<file path="config.mk">
export PLATFORM = sky130hd
export DESIGN_NAME = tile_sched_ctrl
export DESIGN_NICKNAME = d
export VERILOG_FILES = /design/src/rtl/sched_pkg.sv /design/src/rtl/dma_req_if.sv /design/src/rtl/tile_sched_ctrl.sv
export SDC_FILE = /design/constraint.sdc
export NUM_CORES = 1
export LEC_CHECK = 0
export ABC_AREA = 1
export BUFFER_PORTS_ARGS = -buffer_cell sky130_fd_sc_hd__buf_2
export CORE_MARGIN = 2
export CORE_UTILIZATION = 59
export DETAILED_ROUTE_END_ITERATION = 10
export PLACE_DENSITY = 0.83
export SETUP_SLACK_MARGIN = 0.1
export SYNTH_ARGS = -nofsm -noshare
export SYNTH_HDL_FRONTEND = slang
export SYNTH_SLANG_ARGS = --single-unit
export TNS_END_PERCENT = 10
</file>
<file path="constraint.sdc">
create_clock -name clk -period 3.2 [get_ports clk]
set_input_delay 0 -clock clk [delete_from_list [all_inputs] [get_ports clk]]
set_output_delay 0 -clock clk [all_outputs]
set_load 0.01 [all_outputs]
</file>
<file path="src/rtl/sched_pkg.sv">
`default_nettype none
// ---------------------------------------------------------------------------
// Module  : sched_pkg
// Brief   : State encoding and DMA channel codes for the tile scheduler
// Revision: 1.0
// ---------------------------------------------------------------------------
package sched_pkg;

   typedef enum logic [2:0] {
      ST_IDLE = 3'd0,
      ST_LDK  = 3'd1,
      ST_LDX  = 3'd2,
      ST_LDI  = 3'd3,
      ST_CONV = 3'd4,
      ST_IFFT = 3'd5,
      ST_DONE = 3'd6
   } state_t;

   localparam logic [1:0] CH_IN   = 2'd0;
   localparam logic [1:0] CH_KRNL = 2'd1;
   localparam logic [1:0] CH_INDX = 2'd2;

endpackage
`default_nettype wire

</file>
<file path="src/rtl/dma_req_if.sv">
`default_nettype none
// ---------------------------------------------------------------------------
// Module  : dma_req_if
// Brief   : Single-outstanding DMA read request register with valid/ready
// Revision: 1.0
// ---------------------------------------------------------------------------
module dma_req_if #(
   parameter int ADDRLEN = 32,
   parameter int LENW    = 16
) (
   input  logic               clk,
   input  logic               rstn,
   input  logic               i_issue,
   input  logic [ADDRLEN-1:0] i_addr,
   input  logic [LENW-1:0]    i_len,
   input  logic [1:0]         i_ch,
   input  logic               i_rdready,
   input  logic               i_rddone,
   output logic               o_rdvalid,
   output logic [ADDRLEN-1:0] o_rdaddr,
   output logic [LENW-1:0]    o_rdlen,
   output logic [1:0]         o_rdch,
   output logic               o_busy,
   output logic               o_done
);

   logic               r_valid;
   logic               r_pend;
   logic [ADDRLEN-1:0] r_addr;
   logic [LENW-1:0]    r_len;
   logic [1:0]         r_ch;

   // A completion only counts once the request has actually been accepted.
   assign o_done    = i_rddone && r_pend && !r_valid;
   assign o_busy    = r_pend;
   assign o_rdvalid = r_valid;
   assign o_rdaddr  = r_addr;
   assign o_rdlen   = r_len;
   assign o_rdch    = r_ch;

   always_ff @(posedge clk or negedge rstn) begin
      if (!rstn) begin
         r_valid <= 1'b0;
         r_pend  <= 1'b0;
         r_addr  <= '0;
         r_len   <= '0;
         r_ch    <= '0;
      end else if (i_issue && !r_pend) begin
         r_valid <= 1'b1;
         r_pend  <= 1'b1;
         r_addr  <= i_addr;
         r_len   <= i_len;
         r_ch    <= i_ch;
      end else begin
         if (r_valid && i_rdready) begin
            r_valid <= 1'b0;
         end
         if (o_done) begin
            r_pend <= 1'b0;
         end
      end
   end

endmodule
`default_nettype wire

</file>
<file path="src/rtl/tile_sched_ctrl.sv">
`default_nettype none
// ---------------------------------------------------------------------------
// Module  : tile_sched_ctrl
// Brief   : Layer sequencer: kernel/index/input DMA, conv and IFFT per tile
// Revision: 1.0
// ---------------------------------------------------------------------------
module tile_sched_ctrl
   import sched_pkg::*;
#(
   parameter int ADDRLEN = 32,
   parameter int CNTW    = 12,
   parameter int LENW    = 16
) (
   input  logic               clk,
   input  logic               rstn,
   input  logic               start,
   input  logic [CNTW-1:0]    numP,
   input  logic [CNTW-1:0]    numN,
   input  logic [ADDRLEN-1:0] addrin,
   input  logic [ADDRLEN-1:0] addrkrnl,
   input  logic [ADDRLEN-1:0] addrindx,
   input  logic [LENW-1:0]    inlen,
   input  logic [LENW-1:0]    krnllen,
   input  logic [LENW-1:0]    indxlen,
   output logic               rdvalid,
   input  logic               rdready,
   output logic [ADDRLEN-1:0] rdaddr,
   output logic [LENW-1:0]    rdlen,
   output logic [1:0]         rdch,
   input  logic               rddone,
   output logic               convstart,
   output logic               convbuf,
   input  logic               readynext,
   output logic               ifftstart,
   input  logic               ifftdone,
   output logic               layrdone,
   output logic [CNTW-1:0]    Pdone,
   output logic [CNTW-1:0]    Ndone
);

   localparam int              c_pad   = ADDRLEN - LENW;
   localparam logic [CNTW:0]   c_one_w = {{CNTW{1'b0}}, 1'b1};
   localparam logic [CNTW-1:0] c_one_c = {{(CNTW-1){1'b0}}, 1'b1};

   state_t             r_state;
   logic [CNTW-1:0]    r_nump, r_numn, r_p, r_n, r_pdone, r_ndone;
   logic [ADDRLEN-1:0] r_base_in, r_addr_in, r_addr_krnl, r_addr_indx;
   logic [LENW-1:0]    r_inlen, r_krnllen, r_indxlen;
   logic               r_req_sent, r_pf_issued, r_ifft_seen;
   logic               r_convstart, r_convbuf, r_ifftstart, r_layrdone;

   logic               w_issue, w_busy, w_done, w_more_p, w_more_n, w_pf_ok, w_ifft_ok;
   logic [CNTW:0]      w_p_inc, w_n_inc;
   logic [ADDRLEN-1:0] w_addr;
   logic [LENW-1:0]    w_len;
   logic [1:0]         w_ch;

   assign w_p_inc   = {1'b0, r_p} + c_one_w;
   assign w_n_inc   = {1'b0, r_n} + c_one_w;
   assign w_more_p  = w_p_inc < {1'b0, r_nump};
   assign w_more_n  = w_n_inc < {1'b0, r_numn};
   assign w_ifft_ok = ifftdone || r_ifft_seen;
   // With another tile to go, the tile may only retire once its prefetch has landed.
   assign w_pf_ok   = !w_more_p || (r_pf_issued && (!w_busy || w_done));

   always_comb begin
      w_issue = 1'b0;
      w_addr  = r_addr_in;
      w_len   = r_inlen;
      w_ch    = CH_IN;
      case (r_state)
         ST_LDK: begin
            w_issue = !r_req_sent && !w_busy;
            w_addr  = r_addr_krnl;
            w_len   = r_krnllen;
            w_ch    = CH_KRNL;
         end
         ST_LDX: begin
            w_issue = !r_req_sent && !w_busy;
            w_addr  = r_addr_indx;
            w_len   = r_indxlen;
            w_ch    = CH_INDX;
         end
         ST_LDI:           w_issue = !r_req_sent && !w_busy;
         ST_CONV, ST_IFFT: w_issue = w_more_p && !r_pf_issued && !w_busy;
         default:          w_issue = 1'b0;
      endcase
   end

   dma_req_if #(
      .ADDRLEN (ADDRLEN),
      .LENW    (LENW)
   ) u_dma_req_if (
      .clk       (clk),
      .rstn      (rstn),
      .i_issue   (w_issue),
      .i_addr    (w_addr),
      .i_len     (w_len),
      .i_ch      (w_ch),
      .i_rdready (rdready),
      .i_rddone  (rddone),
      .o_rdvalid (rdvalid),
      .o_rdaddr  (rdaddr),
      .o_rdlen   (rdlen),
      .o_rdch    (rdch),
      .o_busy    (w_busy),
      .o_done    (w_done)
   );

   always_ff @(posedge clk or negedge rstn) begin
      if (!rstn) begin
         r_state     <= ST_IDLE;
         r_nump      <= '0;
         r_numn      <= '0;
         r_p         <= '0;
         r_n         <= '0;
         r_pdone     <= '0;
         r_ndone     <= '0;
         r_base_in   <= '0;
         r_addr_in   <= '0;
         r_addr_krnl <= '0;
         r_addr_indx <= '0;
         r_inlen     <= '0;
         r_krnllen   <= '0;
         r_indxlen   <= '0;
         r_req_sent  <= 1'b0;
         r_pf_issued <= 1'b0;
         r_ifft_seen <= 1'b0;
         r_convstart <= 1'b0;
         r_convbuf   <= 1'b0;
         r_ifftstart <= 1'b0;
         r_layrdone  <= 1'b0;
      end else begin
         r_convstart <= 1'b0;
         r_ifftstart <= 1'b0;
         // Each address pointer advances by one transfer length as its request issues.
         if (w_issue) begin
            if (r_state == ST_LDK) begin
               r_addr_krnl <= r_addr_krnl + {{c_pad{1'b0}}, r_krnllen};
            end else if (r_state == ST_LDX) begin
               r_addr_indx <= r_addr_indx + {{c_pad{1'b0}}, r_indxlen};
            end else begin
               r_addr_in <= r_addr_in + {{c_pad{1'b0}}, r_inlen};
            end
            if (r_state == ST_CONV || r_state == ST_IFFT) begin
               r_pf_issued <= 1'b1;
            end else begin
               r_req_sent <= 1'b1;
            end
         end
         case (r_state)
            ST_IDLE, ST_DONE: begin
               if (r_state == ST_DONE) begin
                  r_layrdone <= 1'b1;
               end
               if (start) begin
                  r_nump      <= numP;
                  r_numn      <= numN;
                  r_base_in   <= addrin;
                  r_addr_in   <= addrin;
                  r_addr_krnl <= addrkrnl;
                  r_addr_indx <= addrindx;
                  r_inlen     <= inlen;
                  r_krnllen   <= krnllen;
                  r_indxlen   <= indxlen;
                  r_p         <= '0;
                  r_n         <= '0;
                  r_pdone     <= '0;
                  r_ndone     <= '0;
                  r_convbuf   <= 1'b0;
                  r_req_sent  <= 1'b0;
                  r_pf_issued <= 1'b0;
                  r_ifft_seen <= 1'b0;
                  r_layrdone  <= 1'b0;
                  r_state     <= (numP == '0 || numN == '0) ? ST_DONE : ST_LDK;
               end
            end
            ST_LDK: begin
               if (w_done) begin
                  r_req_sent <= 1'b0;
                  r_state    <= ST_LDX;
               end
            end
            ST_LDX: begin
               if (w_done) begin
                  r_req_sent <= 1'b0;
                  r_state    <= ST_LDI;
               end
            end
            ST_LDI: begin
               if (w_done) begin
                  r_pf_issued <= 1'b0;
                  r_ifft_seen <= 1'b0;
                  r_convstart <= 1'b1;
                  r_state     <= ST_CONV;
               end
            end
            ST_CONV: begin
               if (readynext) begin
                  r_ifftstart <= 1'b1;
                  r_state     <= ST_IFFT;
               end
            end
            ST_IFFT: begin
               if (ifftdone && !r_ifft_seen) begin
                  r_pdone     <= r_pdone + c_one_c;
                  r_ifft_seen <= 1'b1;
               end
               if (w_ifft_ok && w_pf_ok) begin
                  r_ifft_seen <= 1'b0;
                  r_pf_issued <= 1'b0;
                  if (w_more_p) begin
                     r_p         <= w_p_inc[CNTW-1:0];
                     r_convbuf   <= ~r_convbuf;
                     r_convstart <= 1'b1;
                     r_state     <= ST_CONV;
                  end else begin
                     r_ndone <= r_ndone + c_one_c;
                     if (w_more_n) begin
                        r_p        <= '0;
                        r_n        <= w_n_inc[CNTW-1:0];
                        r_convbuf  <= 1'b0;
                        r_addr_in  <= r_base_in;
                        r_req_sent <= 1'b0;
                        r_state    <= ST_LDK;
                     end else begin
                        r_state <= ST_DONE;
                     end
                  end
               end
            end
            default: r_state <= ST_IDLE;
         endcase
      end
   end

   assign convstart = r_convstart;
   assign convbuf   = r_convbuf;
   assign ifftstart = r_ifftstart;
   assign layrdone  = r_layrdone;
   assign Pdone     = r_pdone;
   assign Ndone     = r_ndone;

endmodule
`default_nettype wire
</file>
Word level (Yosys, flattened, before mapping) --
Index checks and enable logic that the tools add are counted.
Storage, ports and cells: register bits after elaboration 310, word-level logic and storage cells 173, output and inout port bits 79
Operators by class: bitwise gates (word level) 1, order comparisons 2, $add $sub $neg 7, mux-type cells 79, reductions and logical operators 41, eq/ne operators 17
Operators by type and width (number):
- $mux W32 | 16
- $pmux W32 S2 | 2
- $mux W12 | 10
- $add A32 B16 Y32 | 3
- $pmux W12 S2 | 4
- $pmux W16 S2 | 1
- $mux W1 | 29
- $mux W3 | 9
- $add A12 B1 Y13 const B | 2
- $lt A13 B12 Y1 | 2
- $add A12 B1 Y12 const B | 2
- $logic_not A12 Y1 | 2
- $pmux W3 S6 | 1
- $ne A2 B2 Y1 const B | 7
- $reduce_and A4 Y1 | 3
- $logic_and A1 B1 Y1 | 10
- $eq A3 B3 Y1 const B | 3
- $pmux W1 S3 | 3
- $reduce_bool A2 Y1 | 4
- $eq A3 B2 Y1 const B | 2
- $logic_not A1 Y1 | 6
- $pmux W1 S2 | 3
- $reduce_and A6 Y1 | 1
- $reduce_or A2 Y1 | 3
- 13 further kinds | 19

Logic depth before layout (Yosys ltp) --
word-level depth 10, gate-level depth with buffers 23, mapped depth without buffers 23

By module --
Synthesis repeated with hierarchy kept, for this count alone.
Unflattened totals: cell total of the unflattened synthesis 2914, area, all modules 20211.9 µm²
Modules (own cells, without submodules):
- tile_sched_ctrl | area an instance 18132.4 µm², cells each 2688, instances 1
- dma_req_if | area an instance 2079.5 µm², cells each 226, instances 1

Worst setup path after synthesis --
OpenSTA, ideal clock, no wires.
path kind flip-flop to flip-flop, from register r_p[0], to register r_addr_in[11], buffers on the path 1, arrival 2671 ps, stages on the path, launching flop included 21, path slack 404 ps, data required time 3075 ps, cell sequence dfrtp_1 > ha_1 > nand2_1 > nor3_1 > nand2_1 > inv_1 > nand2_1 > o21ai_0 > o21ai_0 > inv_1 > ha_1 > a21o_1 > a21oi_1 > nand3_1 > nand2_2 > nand3_2 > inv_2 > buf_2 > nand3_1 > nand3_1 > nand3_1
On the way: longest elaborated chain between the ends 10, elaborated cells on any way between the ends 14
Ends and longest elaborated chain:
- start, declared | RTL line tile_sched_ctrl.sv:46 | logic [CNTW-1:0] r_nump, r_numn, r_p, r_n, r_pdone, r_ndone;
- start signal, assigned | RTL line tile_sched_ctrl.sv:213 | r_p <= w_p_inc[CNTW-1:0];
- $add A12 B1 Y13 (*) | RTL line tile_sched_ctrl.sv:58 | assign w_p_inc = {1'b0, r_p} + c_one_w;
- $lt A13 B12 Y1 (*) | RTL line tile_sched_ctrl.sv:60 | assign w_more_p = w_p_inc < {1'b0, r_nump};
- $logic_and A1 B1 Y1 (2 in series) | RTL line tile_sched_ctrl.sv:85 | ST_CONV, ST_IFFT: w_issue = w_more_p && !r_pf_issued && !w_busy;
- $pmux W1 S2 | RTL line tile_sched_ctrl.sv:71 | case (r_state)
- $mux W32 | RTL line tile_sched_ctrl.sv:137 | if (w_issue) begin
- $mux W32 | RTL line tile_sched_ctrl.sv:219 | if (w_more_n) begin
- $mux W32 | RTL line tile_sched_ctrl.sv:212 | if (w_more_p) begin
- $mux W32 | RTL line tile_sched_ctrl.sv:209 | if (w_ifft_ok && w_pf_ok) begin
- $pmux W32 S2 (*) | RTL line tile_sched_ctrl.sv:151 | case (r_state)
- end signal, assigned | RTL line tile_sched_ctrl.sv:143 | r_addr_in <= r_addr_in + {{c_pad{1'b0}}, r_inlen};
- end signal, assigned | RTL line tile_sched_ctrl.sv:160 | r_addr_in <= addrin;
- end signal, assigned | RTL line tile_sched_ctrl.sv:223 | r_addr_in <= r_base_in;
- end, declared | RTL line tile_sched_ctrl.sv:47 | logic [ADDRLEN-1:0] r_base_in, r_addr_in, r_addr_krnl, r_addr_indx;
Every way passes the cells marked *; elsewhere a longest branch is shown, timed or not. A chain may end at the register's enable or synchronous reset.

Final worst setup path --
from register r_p[1], to register r_n[0]
On the way: longest elaborated chain between the ends 7, elaborated cells on any way between the ends 8
Ends and longest elaborated chain:
- $add A12 B1 Y13 (*) | RTL line tile_sched_ctrl.sv:58
- $lt A13 B12 Y1 (*) | RTL line tile_sched_ctrl.sv:60
- $logic_not A1 Y1 | RTL line tile_sched_ctrl.sv:64 | assign w_pf_ok = !w_more_p || (r_pf_issued && (!w_busy || w_done));
- $logic_or A1 B1 Y1 | RTL line tile_sched_ctrl.sv:64
- $logic_and A1 B1 Y1 | RTL line tile_sched_ctrl.sv:209
- $ne A2 B1 Y1 (no source line)
- $reduce_and A5 Y1 (no source line) (*)
- end signal, assigned | RTL line tile_sched_ctrl.sv:221 | r_n <= w_n_inc[CNTW-1:0];
- end, declared | RTL line tile_sched_ctrl.sv:46
Marks and branches as above.

==> flow_summary.json <==
{
  "drt_wl_total_mm": 86.54,
  "ant_nets": 0,
  "timing.rr.end": "r_n[0]",
  "worstPathCellList": "buf_4 -> ha_4 -> nand2_4 -> nor3_4 -> nand2_2 -> o21ai_1 -> nand2_1 -> inv_2 -> ha_4 -> a21oi_2 -> o21a_1 -> nand2_1 -> nand2_2 -> nand2_1 -> o21ai_4 -> nand2_4 -> nand4_4 -> clkinvlp_4 -> o21ai_0",
  "final_core_util_pct": 78.36,
  "crit_type": "reg -> reg",
  "cts.reportedPaths.clkPinSlew_ns": 0.07,
  "yosys.cell_types.count": 50,
  "h-tree-depth": 2,
  "die_w_um": 189.1,
  "antenna_found_initial": 4,
  "r2r_start": "r_p[1]",
  "cpMaxStageDelayCell": "dfrtp_1",
  "wl_met2_mm": 39.14,
  "cts_tree": "built",
  "finalClockSkew_ns": 0.03123,
  "rows": 67,
  "cellLeakagePower_nw": 14.05,
  "slew_violations": 0,
  "hold_viol": 0,
  "intPower_mw": 13.89,
  "fmax_ghz": 0.2820,
  "syn_area_um2": 20220,
  "violations": "negative setup slack",
  "cp_max_fo": 6,
  "synth_seq_area_share_pct": 38.36,
  "critPathArrivalTime_ns": 3.99,
  "hpwl_mm": 51.88,
  "ys_ff_latch": 310,
  "p_per_area_nw_per_um2": 1090,
  "worstMarginPinSlew_ns": 1.032,
  "whs_ns": 0.1287,
  "yosysWarnings": 0,
  "clock_latency_ns": 0.57,
  "place_area_um2": 22200,
  "drive_above_1_share_pct": 17.61,
  "fin_ws_ns": -0.3467,
  "grt_util_all_layers_pct": 44.41,
  "synth_edf_count": 0,
  "drt-met1-wl_mm": 29.91,
  "synth_flop_cell": "dfrtp_1",
  "worst-path-buf-inv": 3,
  "syn_area_per_cell_um2": 6.905,
  "dr_total_vias": 23720,
  "grt_pass1_wl_mm": 122.6,
  "numCtsBuffers": 36,
  "cp.required_ns": 3.64,
  "firstDrtPassIters": 7,
  "period_needed_ns": 3.547,
  "top_layer_used": "met4",
  "pin_count": 254,
  "initial_core_util_pct": 60.16,
  "fin_total_pwr_mw": 28.70,
  "max_cap_viol_count": 0,
  "vdd_drop_max_mv": 0.8032,
  "cp-start-kind": "flip-flop",
  "synthToLayoutAreaGrowth_pct": 30.25,
  "clock-root-buffer": "clkbuf_16",
  "grt_start_max_net_pins": 164,
  "core_area_um2": 33620,
  "outcome": "finished with violations",
  "p_comb_share_pct": 59.0,
  "route.met3.wl_mm": 9.410,
  "drtIter0Drc": 3204,
  "relSlewSlack_pct": 31.21,
  "gp_congestion": 1.046,
  "dieArea_um2": 35780,
  "post-route-period-util_pct": 110.8,
  "clockBufferDepth": 3,
  "tns_ns": -27.36,
  "viasPerCell": 6.134,
  "wl_per_cell_um": 22.38,
  "seq_power_share_pct": 25.5,
  "die_y_um": 189.1,
  "r2r_cells": 19,
  "hold_class": "in -> async",
  "pwr-share-clk_pct": 15.4,
  "io_buffers": 253,
  "worst_path_largest_cell_delay_ns": 0.38,
  "crit_family": "simple AND/OR/NAND/NOR gates",
  "drc": 0,
  "grt_pass1_vias": 22360,
  "numClockSinks": 310,
  "setup_violations": 182,
  "regToRegSetupSlack_ns": -0.35,
  "postSynthCellCount": 2929,
  "cp_common_cell": "nand2_1",
  "synth-async-reset-ratio_pct": 100.0,
  "nets": 3639,
  "design_area_um2": 26340,
  "grt_overflow_total": 0,
  "p_switching_mw": 14.81,
  "cp-end-kind": "flip-flop",
  "swShare_pct": 51.60,
  "synth_fp_nets": 3181,
  "rsz0062_at_grt": "yes"
}
==> worst max-delay path by stage <==
| stage | from | endpoint | slack (ns) | cells past startpoint |
|---|---|---|---|---|
| after global placement | r_p[0] | r_addr_in[6] | -0.06 | 19 |
| final | r_p[1] | r_n[0] | -0.35 | 19 |
| after global routing | r_p[0] | r_addr_krnl[31] | -0.38 | 23 |
| after CTS | r_p[0] | r_addr_indx[13] | 0.05 | 22 |
| after detailed placement | r_p[0] | r_addr_in[6] | -0.22 | 19 |
| after floorplan | r_p[0] | r_addr_in[11] | 0.40 | 20 |
==> registers in the layout, indices dropped and copies added, names as in the netlist, 2 cells and up <==
signal                 flops
r_krnllen                 16
r_nump                    12
r_addr_indx               32
r_p                       12
Pdone                     12
r_state                    3
u_dma_req_if.o_rdlen      16
r_numn                    12
r_n                       12
r_addr_krnl               32
u_dma_req_if.o_rdaddr     32
r_inlen                   16
Ndone                     12
r_indxlen                 16
r_base_in                 32
r_addr_in                 32
u_dma_req_if.o_rdch        2
==> metrics by stage <==
stage | instances | worst slack (ns)
6_report | 3866 | -0.3467
2_1_floorplan | 2929 | 0.4040
4_1_cts | 3835 | 0.05079
3_3_place_gp | 3581 | -0.05521
5_1_grt | 3862 | -0.3753
3_5_place_dp | 3581 | -0.2157
==> cell usage after synthesis (2+ instances only) <==
library cell	number	area [µm²]
inv_2	9	33.78
xnor2_1	6	52.55
inv_1	390	1464
nand3_2	2	20.02
o21a_1	2	15.01
a21o_1	4	30.03
or2_2	43	269.0
dfrtp_1	310	7757
a221oi_1	10	87.58
a21boi_0	2	15.01
buf_2	43	215.2
nand2_2	13	81.33
clkinv_2	2	10.01
nand4_1	20	125.1
buf_4	6	45.04
nor2_4	6	67.56
nand3_1	193	965.9
ha_1	74	925.9
a21oi_1	98	490.5
nand2_1	1039	3900
nand3b_1	5	37.54
o21bai_1	11	82.58
o21ai_0	129	645.6
or2_0	16	100.1
buf_6	2	22.52
nor3b_1	4	30.03
clkbuf_1	42	157.7
and2_1	5	31.28
o21ai_1	69	345.3
o211ai_1	37	277.8
o22ai_1	38	237.7
nand2_4	3	33.78
nor2_1	144	540.5
nor4_1	12	75.07
nor2_2	4	25.02
nor3_1	37	185.2
xor2_1	59	516.8
fa_1	3	60.06
buf_1	8	30.03
a31oi_1	19	118.9
==> power groups by stage <==
stage	logic (mW)	registers [mW]	clock network, mW
final	16.9	7.32	4.43
after global routing	18.3	7.36	4.55
after CTS	14.9	7.07	4.37
after detailed placement	14.1	7.10	0
after global placement	13.8	7.08	0
after floorplan	9.90	6.60	0
==> layout make-up <==
cell class / count / area (µm²)
well taps: 448 / 560.5
flip-flops and latches: 310 / 7759
clock inverters: 16 / 200.2
fillers: 2213 / 7274
multi-input cells: 2117 / 11000
repair inverters: 1 / 5.005
diodes: 5 / 12.51
clock buffers: 48 / 1036
repair buffers: 519 / 4229
inverters: 402 / 1536
==> kinds of logic after synthesis <==
logic type	after synthesis	synth area share (%)
adders and majority gates	77	4.875
AOI/OAI and AO/OA	422	11.72
buffers and inverters	503	9.812
DFF	310	38.36
and+or+nand+nor	1552	32.42
xor gates and xnor gates	65	2.815
==> timing repair <==
| action | 4_1_cts | 5_1_grt |
|---|---|---|
| pin swaps | 12 | 46 |
| resized for setup | 31 | 144 |
| hold buffers | 173 | 0 |
| hold endpoints to repair | 317 | 0 |
| endpoints found under the setup margin | 189 | 192 |
| setup buffers | 12 | 16 |
| cloned | 5 | 10 |
==> worst register-to-register path: stages (launching register included) <==
cell and delay [ns]:
dfrtp_1 0.38, buf_4 0.15, ha_4 0.15, nand2_4 0.08, nor3_4 0.22, nand2_2 0.11, o21ai_1 0.18, nand2_1 0.09
inv_2 0.09, ha_4 0.21, a21oi_2 0.18, o21a_1 0.16, nand2_1 0.10, nand2_2 0.11, nand2_1 0.13, o21ai_4 0.22
nand2_4 0.14, nand4_4 0.17, clkinvlp_4 0.20, o21ai_0 0.35
==> per-layer routing <==
layer,track usage [%],vias up
li1,-,10240
met1,53.87,10890
met2,72.49,1975
met3,7.674,614
met4,30.44,0
met5,0,-
==> cell usage in the layout, fill, tap and decap left out, drive strengths merged <==
cell type and count:
or2 59, o22ai 38, diode 5, a21boi 2, o21ai 199, dfrtp 310
nor4 12, nand3 197, bufinv 3, a21o 4, xor2 59, o21a 2
nor3 39, inv 401, buf 339, xnor2 6, nand4 21, clkinv 11
o211ai 37, and2 5, nand2 1055, o31ai 1, and3 1, fa 3
ha 74, a221oi 10, nor2 154, o21bai 11, nand3b 5, a21oi 99
nor3b 4, clkinvlp 4, clkbuf 55, dlygate4sd3 173, or3 1, a31oi 19
Power figures use the tool's default switching activity.
